$ cat config.mk
export PLATFORM = sky130hd
export DESIGN_NAME = hamming_scrub_counter_flat
export DESIGN_NICKNAME = d
export VERILOG_FILES = /design/src/rtl/hamming_scrub_counter_if.sv /design/src/rtl/hamming_scrub_counter.sv /design/src/flat_wrapper.sv
export SDC_FILE = /design/constraint.sdc
export NUM_CORES = 1
export LEC_CHECK = 0
export CORE_MARGIN = 10
export CORE_UTILIZATION = 48
export DETAILED_ROUTE_END_ITERATION = 10
export PLACE_DENSITY = 0.74
export SKIP_CTS_REPAIR_TIMING = 1
export SLEW_MARGIN = 30
export SYNTH_ARGS = -nofsm -noshare
export SYNTH_HDL_FRONTEND = slang
export SYNTH_SLANG_ARGS = --single-unit
$ cat constraint.sdc
create_clock -name clk -period 3.7 [get_ports clk]
set_input_delay 0.37 -clock clk [delete_from_list [all_inputs] [get_ports clk]]
set_output_delay 0.37 -clock clk [all_outputs]
set_load 0.02 [all_outputs]
$ cat src/rtl/hamming_scrub_counter_if.sv
// Bus bundle for hamming_scrub_counter: count control, corrected readout,
// scrub status/log and fault-injection strobe.
interface hamming_scrub_counter_if #(
   parameter int unsigned WIDTH    = 32,
   parameter int unsigned ERRCNT_W = 8
);
   localparam int unsigned BLOCKS   = WIDTH / 4;
   localparam int unsigned PAR_BITS = BLOCKS * 3;

   logic                enable;
   logic                load;
   logic [WIDTH-1:0]    load_value;
   logic [WIDTH-1:0]    counter;
   logic [PAR_BITS-1:0] parity;
   logic [PAR_BITS-1:0] syndrome;
   logic                scrub_busy;
   logic [ERRCNT_W-1:0] err_count;
   logic [BLOCKS-1:0]   err_block_mask;
   logic                err_clr;
   logic                inj_valid;
   logic [WIDTH-1:0]    inj_data_mask;
   logic [PAR_BITS-1:0] inj_par_mask;

   // Driver side: controls the counter and observes its state
   modport master (
      output enable, load, load_value, err_clr,
             inj_valid, inj_data_mask, inj_par_mask,
      input  counter, parity, syndrome, scrub_busy,
             err_count, err_block_mask
   );

   // Counter side
   modport slave (
      input  enable, load, load_value, err_clr,
             inj_valid, inj_data_mask, inj_par_mask,
      output counter, parity, syndrome, scrub_busy,
             err_count, err_block_mask
   );
endinterface

$ cat src/rtl/hamming_scrub_counter.sv
// SEU-hardened up-counter. The count is stored as 4-bit blocks, each guarded
// by Hamming(7,4) parity; readout is single-error corrected combinationally and
// a background scrub pass writes corrected data back while counting is paused.
// Optional feature macro: HAMMING_FAULT_INJ_EN enables the XOR fault-injection
// path on the stored word; without it the inj_* signals are ignored.
module hamming_scrub_counter #(
   parameter int unsigned WIDTH          = 32,
   parameter int unsigned SCRUB_INTERVAL = 16,
   parameter int unsigned ERRCNT_W       = 8
) (
   input logic                   clk,
   input logic                   rst,
   hamming_scrub_counter_if.slave bus
);
   localparam int unsigned BLOCKS   = WIDTH / 4;
   localparam int unsigned PAR_BITS = BLOCKS * 3;
   localparam int unsigned TIMER_W  = (SCRUB_INTERVAL > 1) ? $clog2(SCRUB_INTERVAL) : 1;
   localparam logic [TIMER_W-1:0] TIMER_LAST = TIMER_W'(SCRUB_INTERVAL - 1);

   // Elaboration guards on configuration
   generate
      if ((WIDTH % 4) != 0 || WIDTH == 0) begin : g_bad_width
         $error("hamming_scrub_counter: WIDTH must be a non-zero multiple of 4");
      end
      if (SCRUB_INTERVAL < 1) begin : g_bad_interval
         $error("hamming_scrub_counter: SCRUB_INTERVAL must be >= 1");
      end
   endgenerate

   typedef enum logic [1:0] {
      IDLE  = 2'd0,
      CHECK = 2'd1,
      FIX   = 2'd2
   } state_t;

   // Parity of one 4-bit block: {p2,p1,p0}
   function automatic logic [2:0] enc_nib(input logic [3:0] d);
      logic [2:0] p;
      p[0] = d[0] ^ d[1] ^ d[2];
      p[1] = d[0] ^ d[1] ^ d[3];
      p[2] = d[0] ^ d[2] ^ d[3];
      return p;
   endfunction

   // Parity of the whole word, block by block
   function automatic logic [PAR_BITS-1:0] enc_word(input logic [WIDTH-1:0] d);
      logic [PAR_BITS-1:0] p;
      p = '0;
      for (int b = 0; b < BLOCKS; b++) begin
         p[3*b +: 3] = enc_nib(d[4*b +: 4]);
      end
      return p;
   endfunction

   // Data-bit flip pattern implied by a block syndrome
   function automatic logic [3:0] syn_flip(input logic [2:0] s);
      logic [3:0] f;
      case (s)
         3'b111:  f = 4'b0001;
         3'b011:  f = 4'b0010;
         3'b101:  f = 4'b0100;
         3'b110:  f = 4'b1000;
         default: f = 4'b0000;
      endcase
      return f;
   endfunction

   // Stored word and scrub state
   logic [WIDTH-1:0]    data_q;
   logic [PAR_BITS-1:0] par_q;
   state_t              state_q;
   logic [TIMER_W-1:0]  timer_q;
   logic [PAR_BITS-1:0] syn_q;
   logic [WIDTH-1:0]    fix_word_q;
   logic                busy_q;
   logic [ERRCNT_W-1:0] err_count_q;
   logic [BLOCKS-1:0]   err_mask_q;

   logic [PAR_BITS-1:0] syndrome_c;
   logic [WIDTH-1:0]    decoded_c;
   logic [WIDTH-1:0]    incr_c;
   logic [BLOCKS-1:0]   syn_q_blocks_c;
   logic                fix_commit_c;

   // Live syndrome and single-error-corrected readout
   always_comb begin
      syndrome_c = par_q ^ enc_word(data_q);
      decoded_c  = data_q;
      for (int b = 0; b < BLOCKS; b++) begin
         decoded_c[4*b +: 4] = data_q[4*b +: 4] ^ syn_flip(syndrome_c[3*b +: 3]);
      end
   end

   // Per-block flags from the registered CHECK syndrome
   always_comb begin
      syn_q_blocks_c = '0;
      for (int b = 0; b < BLOCKS; b++) begin
         syn_q_blocks_c[b] = |syn_q[3*b +: 3];
      end
   end

   // Increment from the corrected value; FIX only lands when no count write pre-empts it
   always_comb begin
      incr_c       = decoded_c + WIDTH'(1);
      fix_commit_c = (state_q == FIX) && !bus.load && !bus.enable;
   end

   // Counter storage, scrub FSM and correction log
   always_ff @(posedge clk) begin
      if (rst) begin
         data_q      <= '0;
         par_q       <= '0;
         state_q     <= IDLE;
         timer_q     <= '0;
         syn_q       <= '0;
         fix_word_q  <= '0;
         busy_q      <= 1'b0;
         err_count_q <= '0;
         err_mask_q  <= '0;
      end else begin
         // Log: clear beats a same-cycle FIX update
         if (bus.err_clr) begin
            err_count_q <= '0;
            err_mask_q  <= '0;
         end else if (fix_commit_c) begin
            if (err_count_q != {ERRCNT_W{1'b1}}) begin
               err_count_q <= err_count_q + ERRCNT_W'(1);
            end
            err_mask_q <= err_mask_q | syn_q_blocks_c;
         end

         if (bus.load) begin
            data_q  <= bus.load_value;
            par_q   <= enc_word(bus.load_value);
            state_q <= IDLE;
            timer_q <= '0;
            busy_q  <= 1'b0;
         end else if (bus.enable) begin
            data_q  <= incr_c;
            par_q   <= enc_word(incr_c);
            state_q <= IDLE;
            timer_q <= '0;
            busy_q  <= 1'b0;
         end else begin
            case (state_q)
               IDLE: begin
                  if (timer_q == TIMER_LAST) begin
                     state_q <= CHECK;
                     timer_q <= '0;
                     busy_q  <= 1'b1;
                  end else begin
                     timer_q <= timer_q + TIMER_W'(1);
                  end
               end
               CHECK: begin
                  syn_q      <= syndrome_c;
                  fix_word_q <= decoded_c;
                  if (syndrome_c != '0) begin
                     state_q <= FIX;
                     busy_q  <= 1'b1;
                  end else begin
                     state_q <= IDLE;
                     busy_q  <= 1'b0;
                  end
               end
               FIX: begin
                  data_q  <= fix_word_q;
                  par_q   <= enc_word(fix_word_q);
                  state_q <= IDLE;
                  busy_q  <= 1'b0;
               end
               default: begin
                  state_q <= IDLE;
                  timer_q <= '0;
                  busy_q  <= 1'b0;
               end
            endcase

`ifdef HAMMING_FAULT_INJ_EN
            // Injection is the lowest-priority write; a FIX writeback drops it
            if (bus.inj_valid && state_q != FIX) begin
               data_q <= data_q ^ bus.inj_data_mask;
               par_q  <= par_q ^ bus.inj_par_mask;
            end
`endif
         end
      end
   end

`ifndef HAMMING_FAULT_INJ_EN
   // Injection inputs are intentionally ignored in this build
   logic inj_unused;
   assign inj_unused = ^{bus.inj_valid, bus.inj_data_mask, bus.inj_par_mask};
`endif

   // Outputs
   assign bus.counter        = decoded_c;
   assign bus.parity         = par_q;
   assign bus.syndrome       = syndrome_c;
   assign bus.scrub_busy     = busy_q;
   assign bus.err_count      = err_count_q;
   assign bus.err_block_mask = err_mask_q;
endmodule

$ cat src/flat_wrapper.sv
// flat-port wrapper written by rule: the top's interface ports become plain ports
module hamming_scrub_counter_flat 
#(
   parameter int unsigned WIDTH          = 32,
   parameter int unsigned SCRUB_INTERVAL = 16,
   parameter int unsigned ERRCNT_W       = 8
)
  (clk, rst, bus_enable, bus_load, bus_load_value, bus_err_clr, bus_inj_valid, bus_inj_data_mask, bus_inj_par_mask, bus_counter, bus_parity, bus_syndrome, bus_scrub_busy, bus_err_count, bus_err_block_mask);
  hamming_scrub_counter_if #(.WIDTH(WIDTH), .ERRCNT_W(ERRCNT_W)) bus_i ();
  input logic clk;
  input logic rst;
  input wire logic [$bits(bus_i.enable)-1:0] bus_enable;
  input wire logic [$bits(bus_i.load)-1:0] bus_load;
  input wire logic [$bits(bus_i.load_value)-1:0] bus_load_value;
  input wire logic [$bits(bus_i.err_clr)-1:0] bus_err_clr;
  input wire logic [$bits(bus_i.inj_valid)-1:0] bus_inj_valid;
  input wire logic [$bits(bus_i.inj_data_mask)-1:0] bus_inj_data_mask;
  input wire logic [$bits(bus_i.inj_par_mask)-1:0] bus_inj_par_mask;
  output wire logic [$bits(bus_i.counter)-1:0] bus_counter;
  output wire logic [$bits(bus_i.parity)-1:0] bus_parity;
  output wire logic [$bits(bus_i.syndrome)-1:0] bus_syndrome;
  output wire logic [$bits(bus_i.scrub_busy)-1:0] bus_scrub_busy;
  output wire logic [$bits(bus_i.err_count)-1:0] bus_err_count;
  output wire logic [$bits(bus_i.err_block_mask)-1:0] bus_err_block_mask;
  assign bus_i.enable = bus_enable;
  assign bus_i.load = bus_load;
  assign bus_i.load_value = bus_load_value;
  assign bus_i.err_clr = bus_err_clr;
  assign bus_i.inj_valid = bus_inj_valid;
  assign bus_i.inj_data_mask = bus_inj_data_mask;
  assign bus_i.inj_par_mask = bus_inj_par_mask;
  assign bus_counter = bus_i.counter;
  assign bus_parity = bus_i.parity;
  assign bus_syndrome = bus_i.syndrome;
  assign bus_scrub_busy = bus_i.scrub_busy;
  assign bus_err_count = bus_i.err_count;
  assign bus_err_block_mask = bus_i.err_block_mask;
  hamming_scrub_counter #(.WIDTH(WIDTH), .SCRUB_INTERVAL(SCRUB_INTERVAL), .ERRCNT_W(ERRCNT_W)) u_core (.clk(clk), .rst(rst), .bus(bus_i));
endmodule
==> qor.csv <==
stage,metric,value,unit
synth,Yosys cell types,80,
synth,Synth async-reset ratio,0,%
worst_hold_path,Worst Hold End,u_core.data_q[25],
worst_setup_path,CP Max Fanout,5,
final_layout,Fillers,1770,
sta,hold violation count in the final report,0,
worst_setup_path,R2R Path Start,u_core.data_q[2],
sta,final setup vio count,0,
synth,Synthesized Nets,1352,
global_route,first-pass GRT wire length,49600,um
clock_tree,Skew-Pair Late Insertion Delay,440,ps
synth,Synth top area share,27.4,%
worst_setup_path,Setup crit end kind,register,
pwr,leakage power,0.00471,uW
synth,"EDFF count, synth",0,
clock_tree,Clock Pin Slew Worst Setup and Hold Paths,60,ps
final_layout,area grow syn2layout,27.2,%
detailed_routing,Via density,5.91,
detailed_routing,Routed Antenna Nets,0,
worst_setup_path,reg2reg path depth,13,
worst_setup_path,crit path launch type,register,
floorplan,DIE WIDTH,163,um
worst_setup_path,Setup crit start,u_core.data_q[2],
worst_setup_path,WP data arrival,3990,ps
detailed_routing,1st-iter DRT viols,943,
global_route,vias in the first global route,9363,
detailed_routing,router iterations before antenna repair,6,
sta,Max Clk Rate,277,MHz
sta,setup TNS,0,ps
clock_tree,clock buffer depth,2,
sta,Final Cycle Share,97.6,%
clock_tree,CTS tree,done,
global_route,initial antenna violation count,0,
synth,top_reg_cell synth,dfxtp_1,
floorplan,# rows,52,
placed_design,gpl congestion,0.917,
detailed_routing,vias post-DR,9878,
worst_setup_path,WS Path Type,reg2reg,
detailed_routing,drt drc,0,
worst_hold_path,worst hold stages,2,
sta,Hold WS,317,ps
synth,cell type with the largest total area after synthesis,dfxtp_1,
detailed_routing,Avg WL per Cell,19.0,um
synth,Synthesis Warnings,0,
sta,crit path time final,3610,ps
worst_setup_path,flop2flop setup slack,90,ps
final_layout,final net count,1489,
sta,Final Slew Violations,0,
worst_setup_path,critical path required time,4080,ps
worst_setup_path,worst r2r dst,u_core.bus.parity[11],
synth,Mapped Cells,1252,
sta,clk_skew,10.2,ps
global_route,Total Routing Usage GR,22.9,%
final_layout,Ant. Diodes,0,
global_route,pin count of the biggest net entering global routing,77,
synth,Yosys reg bits,135,
sta,unrepaired setup endpoints after global routing,no,
floorplan,Ports,191,
worst_hold_path,hold wc startpoint,rst,
floorplan,initial core utilization,48.8,%
sta,Rel. slew slack,33.6,%
synth,ranking of synthesized cells by area,"dfxtp_1, xnor2_1, xor2_1",
outcome,status,"complete, no violations",
floorplan,Die Footprint,0.0267,mm^2
clock_tree,Sink Count,135,
pwr,peak supply drop,0.387,mV
floorplan,chip height,163,um
synth,"Seq/Total Area, Yosys",27.4,%
final_layout,"most common cell after layout, fill and taps aside",nor2_1,
clock_tree,CTS Buf Count,17,
floorplan,Core Area,0.0202,mm^2
placed_design,number of port buffers,133,
synth,Syn Area/Cell,7.88,um^2
pwr,power density over cell area,606,mW/mm^2
clock_tree,CTS root buf,clkbuf_16,
placed_design,Placed Area,0.0118,mm^2
worst_hold_path,Min-Delay Path Class,in2reg,
final_layout,layout cells sized above 1,12.9,%
job,max cap viols,0,
placed_design,Post-DP HPWL,23300,um
synth,Post-Synthesis Cell Area,0.00987,mm^2
detailed_routing,routed wire length,31700,um
global_route,Overflow after GRT,0,
clock_tree,htree depth,4,
sta,Least-Margin Pin Slew,997,ps
final_layout,"commonest non-fill, non-tap cells in the layout","nor2_1, xnor2_1, clkdlybuf4s50_1",
final_layout,Final Cell Area,0.0125,mm^2
critical path, cell delays in order, from the launching register on:
cell	delay (ps)
dfxtp_2	430
xor2_1	260
xor2_2	170
nor4_1	530
a211oi_4	100
ha_2	200
a21boi_2	160
buf_4	170
and2_2	230
nand3_1	150
mux2i_1	290
xnor3_1	350
a2111oi_0	400
a21o_1	120
area by class of cell:
class	count	area, um^2	share of cell area (%)
flip-flops and latches	135	2710	21.6
multi-input cells	980	6840	54.5
well taps	270	338	2.69
clock inverters	14	164	1.31
repair buffers	203	1860	14.8
clock buffers	18	439	3.50
inverters	52	195	1.56
worst max-delay path by stage:
stage,cells past startpoint,end,slack (ps)
finish,13,u_core.bus.parity[11],90
detailed placement,14,u_core.bus.parity[12],50
CTS,14,u_core.bus.parity[12],10
global route,13,u_core.bus.parity[11],8
floorplan,12,u_core.bus.parity[15],30
global placement,10,u_core.bus.parity[19],140
kinds of logic (layout without fill, tap and decap cells):
kind of cell	count (synthesis)	in the layout	synth area share, %
buffers and inverters	137	287	5.62
and+or+nand+nor	421	421	20.4
DFF	135	135	27.4
AOI/OAI and AO/OA	297	297	21.0
xor gates and xnor gates	231	231	22.3
adders and majority gates	6	6	0.761
muxes	25	25	2.57
per-layer routing:
| layer | routed length (um) | share of wire, % | global-route usage (%) |
|---|---|---|---|
| met3 | 2640 | 8.3 | 4.51 |
| met4 | 693 | 2.2 | 7.01 |
| met5 | 0 | 0 | 0 |
| met1 | 13600 | 43 | 29.8 |
| met2 | 14800 | 47 | 37.3 |
cells in the mapped netlist, drive strengths merged (4+ instances only):
cell type	count
nand2	103
a2111oi	4
nor4	11
o221ai	11
and2	13
xnor3	7
nor2b	4
o22ai	9
nor2	149
nand2b	5
a221oi	7
inv	50
mux2i	22
ha	6
a21oi	78
o211ai	9
buf	23
or4	7
dfxtp	135
a311oi	5
o31ai	6
a211oi	65
nand4	14
nand3	34
xor2	81
a211o	6
o21ai	40
o21a	4
xnor2	143
clkbuf	62
a22oi	10
or2	5
a221o	18
or3	14
nor3	45
and3	6
report_power, final:
group | internal, uW | switching (uW) | leakage [uW]
clock | 1030 | 732 | 0.000287
sequential | 1550 | 151 | 0.00110
combinational | 1840 | 2310 | 0.00331
total | 4410 | 3190 | 0.00471
flip-flops by register name (all words and copies together) (netlist names):
name and count:
u_core.data_q 32, u_core.fix_word_q 32, u_core.bus.parity 24, u_core.syn_q 24
u_core.bus.err_block_mask 8, u_core.bus.err_count 8, u_core.timer_q 4, u_core.state_q 2
u_core.bus.scrub_busy 1
per-stage QoR:
stage | setup WS (ps) | utilization, % | cells | total power, uW
after floorplan | 28.5 | - | 1252 | 4260
after global placement | 137 | 58.2 | 1640 | 5720
after detailed placement | 45.4 | 58.2 | 1640 | 5760
after CTS | 9.81 | 61.2 | 1672 | 7530
after global routing | 7.84 | 62.0 | 1672 | 7980
final | 88.8 | 62.0 | 1672 | 7610
Note: power is estimated with default switching activity, not from simulation.
